===== src/rtl/sram_ctrl_defs.sv =====
// Shared state encodings, default sizes and strobe patterns for the
// SRAM access sequencer and its bench.
package sram_ctrl_defs;

  localparam int DEF_WIDTH         = 16;
  localparam int DEF_ADDR_BITS     = 17;
  localparam int DEF_ACCESS_CYCLES = 6;

  typedef enum logic [2:0] {
    ST_IDLE,
    ST_SETUP,
    ST_ACTIVE,
    ST_CAPTURE,
    ST_DONE,
    ST_VSETUP,
    ST_VACTIVE,
    ST_VCAPTURE
  } state_t;

  typedef struct packed {
    logic ce_n;
    logic oe_n;
    logic we_n;
  } strobe_t;

  localparam strobe_t STB_IDLE  = '{ce_n: 1'b1, oe_n: 1'b1, we_n: 1'b1};
  localparam strobe_t STB_READ  = '{ce_n: 1'b0, oe_n: 1'b0, we_n: 1'b1};
  localparam strobe_t STB_WRITE = '{ce_n: 1'b0, oe_n: 1'b1, we_n: 1'b0};

endpackage


===== src/rtl/sram_access_ctrl_if.sv =====
// Host-side request/response bundle of the SRAM access sequencer.
// master = host, slave = controller.
interface sram_access_ctrl_if
  import sram_ctrl_defs::*;
#(
  parameter int WIDTH     = DEF_WIDTH,
  parameter int ADDR_BITS = DEF_ADDR_BITS
);
  logic                 req_valid;
  logic                 req_ready;
  logic                 req_write;
  logic [ADDR_BITS-1:0] req_addr;
  logic [WIDTH-1:0]     req_wdata;
  logic                 rsp_valid;
  logic [WIDTH-1:0]     rsp_rdata;
  logic                 rsp_err;

  modport master (
    output req_valid, req_write, req_addr, req_wdata,
    input  req_ready, rsp_valid, rsp_rdata, rsp_err
  );

  modport slave (
    input  req_valid, req_write, req_addr, req_wdata,
    output req_ready, rsp_valid, rsp_rdata, rsp_err
  );
endinterface


===== src/rtl/sram_cycle_timer.sv =====
// Loadable down-counter timing one SRAM access window; done marks the
// last enabled cycle.
module sram_cycle_timer #(
  parameter int CYCLES = 6
) (
  input  logic clk,
  input  logic rst_n,
  input  logic load,
  input  logic en,
  output logic done
);
  localparam int CW = $clog2(CYCLES + 1);

  logic [CW-1:0] cnt;

  always_ff @(posedge clk or negedge rst_n) begin
    if (!rst_n) begin
      cnt <= '0;
    end else if (load) begin
      cnt <= CW'(CYCLES);
    end else if (en && cnt != '0) begin
      cnt <= cnt - CW'(1);
    end
  end

  assign done = en && (cnt == CW'(1));
endmodule


===== src/rtl/sram_access_ctrl.sv =====
// Single-beat request to async-SRAM strobe sequencer.
// Optional write read-back check: SRAM_CTRL_VERIFY_EN.
module sram_access_ctrl
  import sram_ctrl_defs::*;
#(
  parameter int WIDTH         = DEF_WIDTH,
  parameter int ADDR_BITS     = DEF_ADDR_BITS,
  parameter int ACCESS_CYCLES = DEF_ACCESS_CYCLES
) (
  input  logic                 clk,
  input  logic                 rst_n,
  sram_access_ctrl_if.slave    host,
  output logic                 sram_ce_n,
  output logic                 sram_oe_n,
  output logic                 sram_we_n,
  output logic [ADDR_BITS-1:0] sram_addr,
  output logic [WIDTH-1:0]     sram_wdata,
  input  logic [WIDTH-1:0]     sram_rdata
);
  state_t     state_q, state_d;
  strobe_t    stb_q, stb_d;
  logic       wr_q;
  logic       accept;
  logic       tmr_load, tmr_en, tmr_done;
  logic       rsp_valid_q;
  logic [WIDTH-1:0] rdata_q;

  assign accept = host.req_valid && (state_q == ST_IDLE);

`ifdef SRAM_CTRL_VERIFY_EN
  assign tmr_load = (state_q == ST_SETUP) || (state_q == ST_VSETUP);
  assign tmr_en   = (state_q == ST_ACTIVE) || (state_q == ST_VACTIVE);
`else
  assign tmr_load = (state_q == ST_SETUP);
  assign tmr_en   = (state_q == ST_ACTIVE);
`endif

  sram_cycle_timer #(
    .CYCLES (ACCESS_CYCLES)
  ) u_timer (
    .clk   (clk),
    .rst_n (rst_n),
    .load  (tmr_load),
    .en    (tmr_en),
    .done  (tmr_done)
  );

  always_comb begin
    state_d = state_q;
    unique case (state_q)
      ST_IDLE:    if (accept) state_d = ST_SETUP;
      ST_SETUP:   state_d = ST_ACTIVE;
      ST_ACTIVE:  if (tmr_done) state_d = ST_CAPTURE;
`ifdef SRAM_CTRL_VERIFY_EN
      ST_CAPTURE: state_d = wr_q ? ST_VSETUP : ST_DONE;
      ST_VSETUP:  state_d = ST_VACTIVE;
      ST_VACTIVE: if (tmr_done) state_d = ST_VCAPTURE;
      ST_VCAPTURE: state_d = ST_DONE;
`else
      ST_CAPTURE: state_d = ST_DONE;
`endif
      ST_DONE:    state_d = ST_IDLE;
      default:    state_d = ST_IDLE;
    endcase
  end

  // Strobes come from the next state so they change only on edges.
  always_comb begin
    stb_d = STB_IDLE;
    unique case (1'b1)
      (state_d == ST_ACTIVE) &&  wr_q: stb_d = STB_WRITE;
      (state_d == ST_ACTIVE) && !wr_q: stb_d = STB_READ;
`ifdef SRAM_CTRL_VERIFY_EN
      (state_d == ST_VACTIVE):         stb_d = STB_READ;
`endif
      default: ;
    endcase
  end

  always_ff @(posedge clk or negedge rst_n) begin
    if (!rst_n) begin
      state_q     <= ST_IDLE;
      stb_q       <= STB_IDLE;
      wr_q        <= 1'b0;
      sram_addr   <= '0;
      sram_wdata  <= '0;
      rdata_q     <= '0;
      rsp_valid_q <= 1'b0;
    end else begin
      state_q     <= state_d;
      stb_q       <= stb_d;
      rsp_valid_q <= (state_d == ST_DONE);
      if (accept) begin
        wr_q       <= host.req_write;
        sram_addr  <= host.req_addr;
        sram_wdata <= host.req_wdata;
      end
      if ((state_q == ST_ACTIVE) && tmr_done && !wr_q) begin
        rdata_q <= sram_rdata;
      end
    end
  end

`ifdef SRAM_CTRL_VERIFY_EN
  logic mis_q;
  logic err_q;

  always_ff @(posedge clk or negedge rst_n) begin
    if (!rst_n) begin
      mis_q <= 1'b0;
      err_q <= 1'b0;
    end else begin
      if (accept) begin
        mis_q <= 1'b0;
      end else if ((state_q == ST_VACTIVE) && tmr_done) begin
        mis_q <= (sram_rdata != sram_wdata);
      end
      err_q <= (state_d == ST_DONE) && mis_q;
    end
  end

  assign host.rsp_err = err_q;
`else
  assign host.rsp_err = 1'b0;
`endif

  assign host.req_ready = (state_q == ST_IDLE);
  assign host.rsp_valid = rsp_valid_q;
  assign host.rsp_rdata = rdata_q;
  assign sram_ce_n      = stb_q.ce_n;
  assign sram_oe_n      = stb_q.oe_n;
  assign sram_we_n      = stb_q.we_n;
endmodule


===== src/flat_wrapper.sv =====
// flat-port wrapper written by rule: the top's interface ports become plain ports
module sram_access_ctrl_flat import sram_ctrl_defs::*;
#(
  parameter int WIDTH         = DEF_WIDTH,
  parameter int ADDR_BITS     = DEF_ADDR_BITS,
  parameter int ACCESS_CYCLES = DEF_ACCESS_CYCLES
)
  (clk, rst_n, sram_ce_n, sram_oe_n, sram_we_n, sram_addr, sram_wdata, sram_rdata, host_req_valid, host_req_write, host_req_addr, host_req_wdata, host_req_ready, host_rsp_valid, host_rsp_rdata, host_rsp_err);
  sram_access_ctrl_if #(.WIDTH(WIDTH), .ADDR_BITS(ADDR_BITS)) host_i ();
  input  logic clk;
  input  logic rst_n;
  output logic sram_ce_n;
  output logic sram_oe_n;
  output logic sram_we_n;
  output logic [ADDR_BITS-1:0] sram_addr;
  output logic [WIDTH-1:0] sram_wdata;
  input  logic [WIDTH-1:0] sram_rdata;
  input wire logic [$bits(host_i.req_valid)-1:0] host_req_valid;
  input wire logic [$bits(host_i.req_write)-1:0] host_req_write;
  input wire logic [$bits(host_i.req_addr)-1:0] host_req_addr;
  input wire logic [$bits(host_i.req_wdata)-1:0] host_req_wdata;
  output wire logic [$bits(host_i.req_ready)-1:0] host_req_ready;
  output wire logic [$bits(host_i.rsp_valid)-1:0] host_rsp_valid;
  output wire logic [$bits(host_i.rsp_rdata)-1:0] host_rsp_rdata;
  output wire logic [$bits(host_i.rsp_err)-1:0] host_rsp_err;
  assign host_i.req_valid = host_req_valid;
  assign host_i.req_write = host_req_write;
  assign host_i.req_addr = host_req_addr;
  assign host_i.req_wdata = host_req_wdata;
  assign host_req_ready = host_i.req_ready;
  assign host_rsp_valid = host_i.rsp_valid;
  assign host_rsp_rdata = host_i.rsp_rdata;
  assign host_rsp_err = host_i.rsp_err;
  sram_access_ctrl #(.WIDTH(WIDTH), .ADDR_BITS(ADDR_BITS), .ACCESS_CYCLES(ACCESS_CYCLES)) u_core (.clk(clk), .rst_n(rst_n), .host(host_i), .sram_ce_n(sram_ce_n), .sram_oe_n(sram_oe_n), .sram_we_n(sram_we_n), .sram_addr(sram_addr), .sram_wdata(sram_wdata), .sram_rdata(sram_rdata));
endmodule

===== config.mk =====
export PLATFORM = sky130hd
export DESIGN_NAME = sram_access_ctrl_flat
export DESIGN_NICKNAME = d
export VERILOG_FILES = /design/src/rtl/sram_ctrl_defs.sv /design/src/rtl/sram_access_ctrl_if.sv /design/src/rtl/sram_cycle_timer.sv /design/src/rtl/sram_access_ctrl.sv /design/src/flat_wrapper.sv
export SDC_FILE = /design/constraint.sdc
export NUM_CORES = 1
export LEC_CHECK = 0
export ABC_AREA = 1
export ABC_CLOCK_PERIOD_IN_PS = 1450
export CAP_MARGIN = 20
export CORE_MARGIN = 2
export CORE_UTILIZATION = 35
export DETAILED_ROUTE_END_ITERATION = 8
export PLACE_DENSITY = 0.67
export SETUP_SLACK_MARGIN = 0.3
export SYNTH_ARGS = -nofsm -noshare
export SYNTH_HDL_FRONTEND = slang
export SYNTH_SLANG_ARGS = --single-unit

===== constraint.sdc =====
create_clock -name clk -period 1.45 [get_ports clk]
set_input_delay 0.29 -clock clk [delete_from_list [all_inputs] [get_ports clk]]
set_output_delay 0.29 -clock clk [all_outputs]
set_load 0.02 [all_outputs]

==> results.yml <==
power_and_ir_drop:
  power_mw: 10.93
  leakagePower_nw: 2.281
  power-per-cell-area_mw_per_mm2: 2336
  peakVddDrop_mv: 0.9789
clocking:
  clk_pin_slew_ns: 0.06
  cts.path.max_buffers: 2
  cts-buffers-inserted: 9
  root_buffer: "clkbuf_8"
  cts.sinks: 60
  insertion_delay_ns: 0.32
  h-tree-depth: 3
  cts_tree: "done"
finish:
  multi_input_area_mm2: 0.001085
  areaGrowthSynthToFinish_pct: 76.08
  seqCellArea_mm2: 0.001506
  n_fill_cell: 595
  nets: 483
  design_area_mm2: 0.004679
  drive_gt1_frac: 0.5197
  n_antenna_cell: 0
global_route:
  track_usage: 0.1701
  first_global_vias: 2332
  antenna_found_initial: 0
  grt_first_pass_wirelength_mm: 11.27
  grt_max_degree: 61
  grt-ovfl-total: 0
min_path:
  whs_path_depth: 1
  min_path_type: "reg -> reg"
sta:
  finalClockSkew_ns: 0.006246
  setup_tns_ns: 0
  period_minus_slack_ns: 1.340
  setup_viol: 0
  fin_crit_sh: 0.9238
  max_freq_mhz: 746.5
  hold_viol: 0
  final-max-slew-violation-count: 0
  grt_setup_unrepaired: "true"
logic_synthesis:
  synth_area_mm2: 0.002658
  yosysTopAreaCell: "dfrtp_1"
  ys_seq_elements: 60
  synth_warnings: 0
  synth_top_area_frac: 0.5367
  syn-mean-instance-area_um2: 10.10
  synthTopCellsByArea: "dfrtp_1 (54%), o21ai_2 (11%), nand2_1 (10%), inv_1 (5.5%), nand4_1 (4.2%)"
  syn_nets: 319
  ys_seq_area_frac: 0.5664
  synthCells: 263
  synth_cell_type_count: 22
worst_setup_path:
  crit_path_start_kind: "flop"
  arrival_ns: 1.55
  cp.buffers_inverters: 2
  reg2regPathDepth: 7
  crit_type: "reg -> reg"
  slowest_delay_ns: 0.40
  end_kind: "flop"
  crit_path_top_delay_cell: "dfrtp_1"
  cp_max_fo: 8
  cp_cell_sequence: "inv_2 -> ha_4 -> inv_2 -> nor2_4 -> nand4_4 -> nand2_1 -> nand2_1"
  required_ns: 1.66
  cp_num_cells: 7
  cpLargestDelayFamily: "simple AND/OR/NAND/NOR gates"
routing:
  drc: 0
  via_per_inst: 4.491
  detail_route.wl_per_cell_um: 13.12
  ant_nets: 0
  drt-initial-drc-count: 37
  vias: 2380
  drt-pass1-iter-count: 4
  wl_mm: 6.953
floorplanning:
  row_count: 31
  die_area_mm2: 0.008306
  num_io_pins: 108
  initial_core_util: 0.3644
  die_x_um: 91.14
  coreArea_mm2: 0.007292
  die_h_um: 91.14
placement:
  dp_hpwl_mm: 4.238
  dpl-instance-area_mm2: 0.003920
  port_buffers: 106
  gp_congestion: 0.7558
job:
  cap_violations: 0
outcome:
  status: "finished clean"
-- power by group --
group          switching [mW]  total (mW)  internal, mW
logic                    3.19        6.46          3.26
clock network           0.606        1.44         0.831
registers               0.560        3.03          2.47
total                    4.36        10.9          6.57
-- placed cells by master (no fill, tap or decap), types with 4 or more instances in the layout --
master,netlist,layout
buf_6,9,56
nand4_1,18,18
nand2_2,4,41
nand2_1,74,35
buf_12,0,4
inv_1,39,36
o21ai_2,33,34
clkbuf_8,0,10
buf_4,1,49
clkdlybuf4s50_1,0,51
dfrtp_1,57,56
-- through the flow --
| step | worst slack (ns) | hold slack, ns | utilization | std cells |
|---|---|---|---|---|
| 2_1_floorplan | 0.1730 | -0.005591 | - | 263 |
| 3_3_place_gp | 0.009071 | 0.3281 | 0.5376 | 467 |
| 3_5_place_dp | 0.005158 | 0.3257 | 0.5376 | 467 |
| 4_1_cts | 0.09735 | 0.4829 | 0.6242 | 519 |
| 5_1_grt | 0.04375 | 0.5091 | 0.6417 | 530 |
| 6_report | 0.1105 | 0.4824 | 0.6417 | 530 |
-- layer usage --
metal	routed length, um	vias to the layer above	track usage
li1	-	1162	-
met1	2973	1132	0.2197
met2	3501	75	0.2778
met3	380	11	0.03983
met4	97	0	0.06439
met5	0	-	0
-- layout make-up --
| class | count | area share |
|---|---|---|
| clock buffers | 13 | 0.03182 |
| well taps | 99 | 0.02647 |
| repair buffers | 164 | 0.3471 |
| multi-input cells | 151 | 0.2318 |
| inverters | 41 | 0.03342 |
| flip-flops and latches | 60 | 0.3219 |
| clock inverters | 2 | 0.007487 |
-- flip-flops by register name, summed over array words and instances, names as in the netlist --
| signal | count |
|---|---|
| u_core.host.rsp_rdata | 16 |
| u_core.host.rsp_valid | 1 |
| u_core.sram_addr | 17 |
| u_core.sram_ce_n | 1 |
| u_core.sram_oe_n | 1 |
| u_core.sram_wdata | 16 |
| u_core.sram_we_n | 1 |
| u_core.state_q | 3 |
| u_core.u_timer.cnt | 3 |
| u_core.wr_q | 1 |
-- what timing repair did --
action | in CTS | in global routing
cloned | 1 | 0
pin swaps | 7 | 7
hold buffers | 1 | 0
setup endpoints to repair | 112 | 111
endpoints found under the hold margin | 57 | 0
buffers inserted | 35 | 11
resized for setup | 345 | 12
-- cells in the mapped netlist, drive strengths merged --
master,number
nor2,4
dfrtp,57
clkinv,1
ha,3
conb,1
nand3,7
inv,40
nor3,3
nand2,78
o21ai,34
buf,12
dfstp,3
nand4,19
o21a,1
-- path summary, 6_finish.rpt --
path	from	endpoint	slack [ns]
min reg2reg	u_core.wr_q	u_core.sram_we_n	0.48
min in group asynchronous	rst_n	u_core.sram_addr[6]	0.50
max	u_core.u_timer.cnt[1]	u_core.host.rsp_rdata[6]	0.11
max reg2reg	u_core.u_timer.cnt[1]	u_core.host.rsp_rdata[6]	0.11
min	u_core.wr_q	u_core.sram_we_n	0.48
max in group asynchronous	rst_n	u_core.sram_ce_n	0.64
-- cells by family (layout without fill, tap and decap cells) --
| family | Yosys count | after routing | share of synthesized area |
|---|---|---|---|
| other | 1 | 1 | 0.001411 |
| DFF | 60 | 60 | 0.5664 |
| AOI/OAI and AO/OA | 35 | 35 | 0.1135 |
| adders and majority gates | 3 | 3 | 0.01413 |
| buffers and inverters | 53 | 220 | 0.1026 |
| and+or+nand+nor | 111 | 112 | 0.2020 |
No activity file was read; power rests on OpenSTA's default activity.
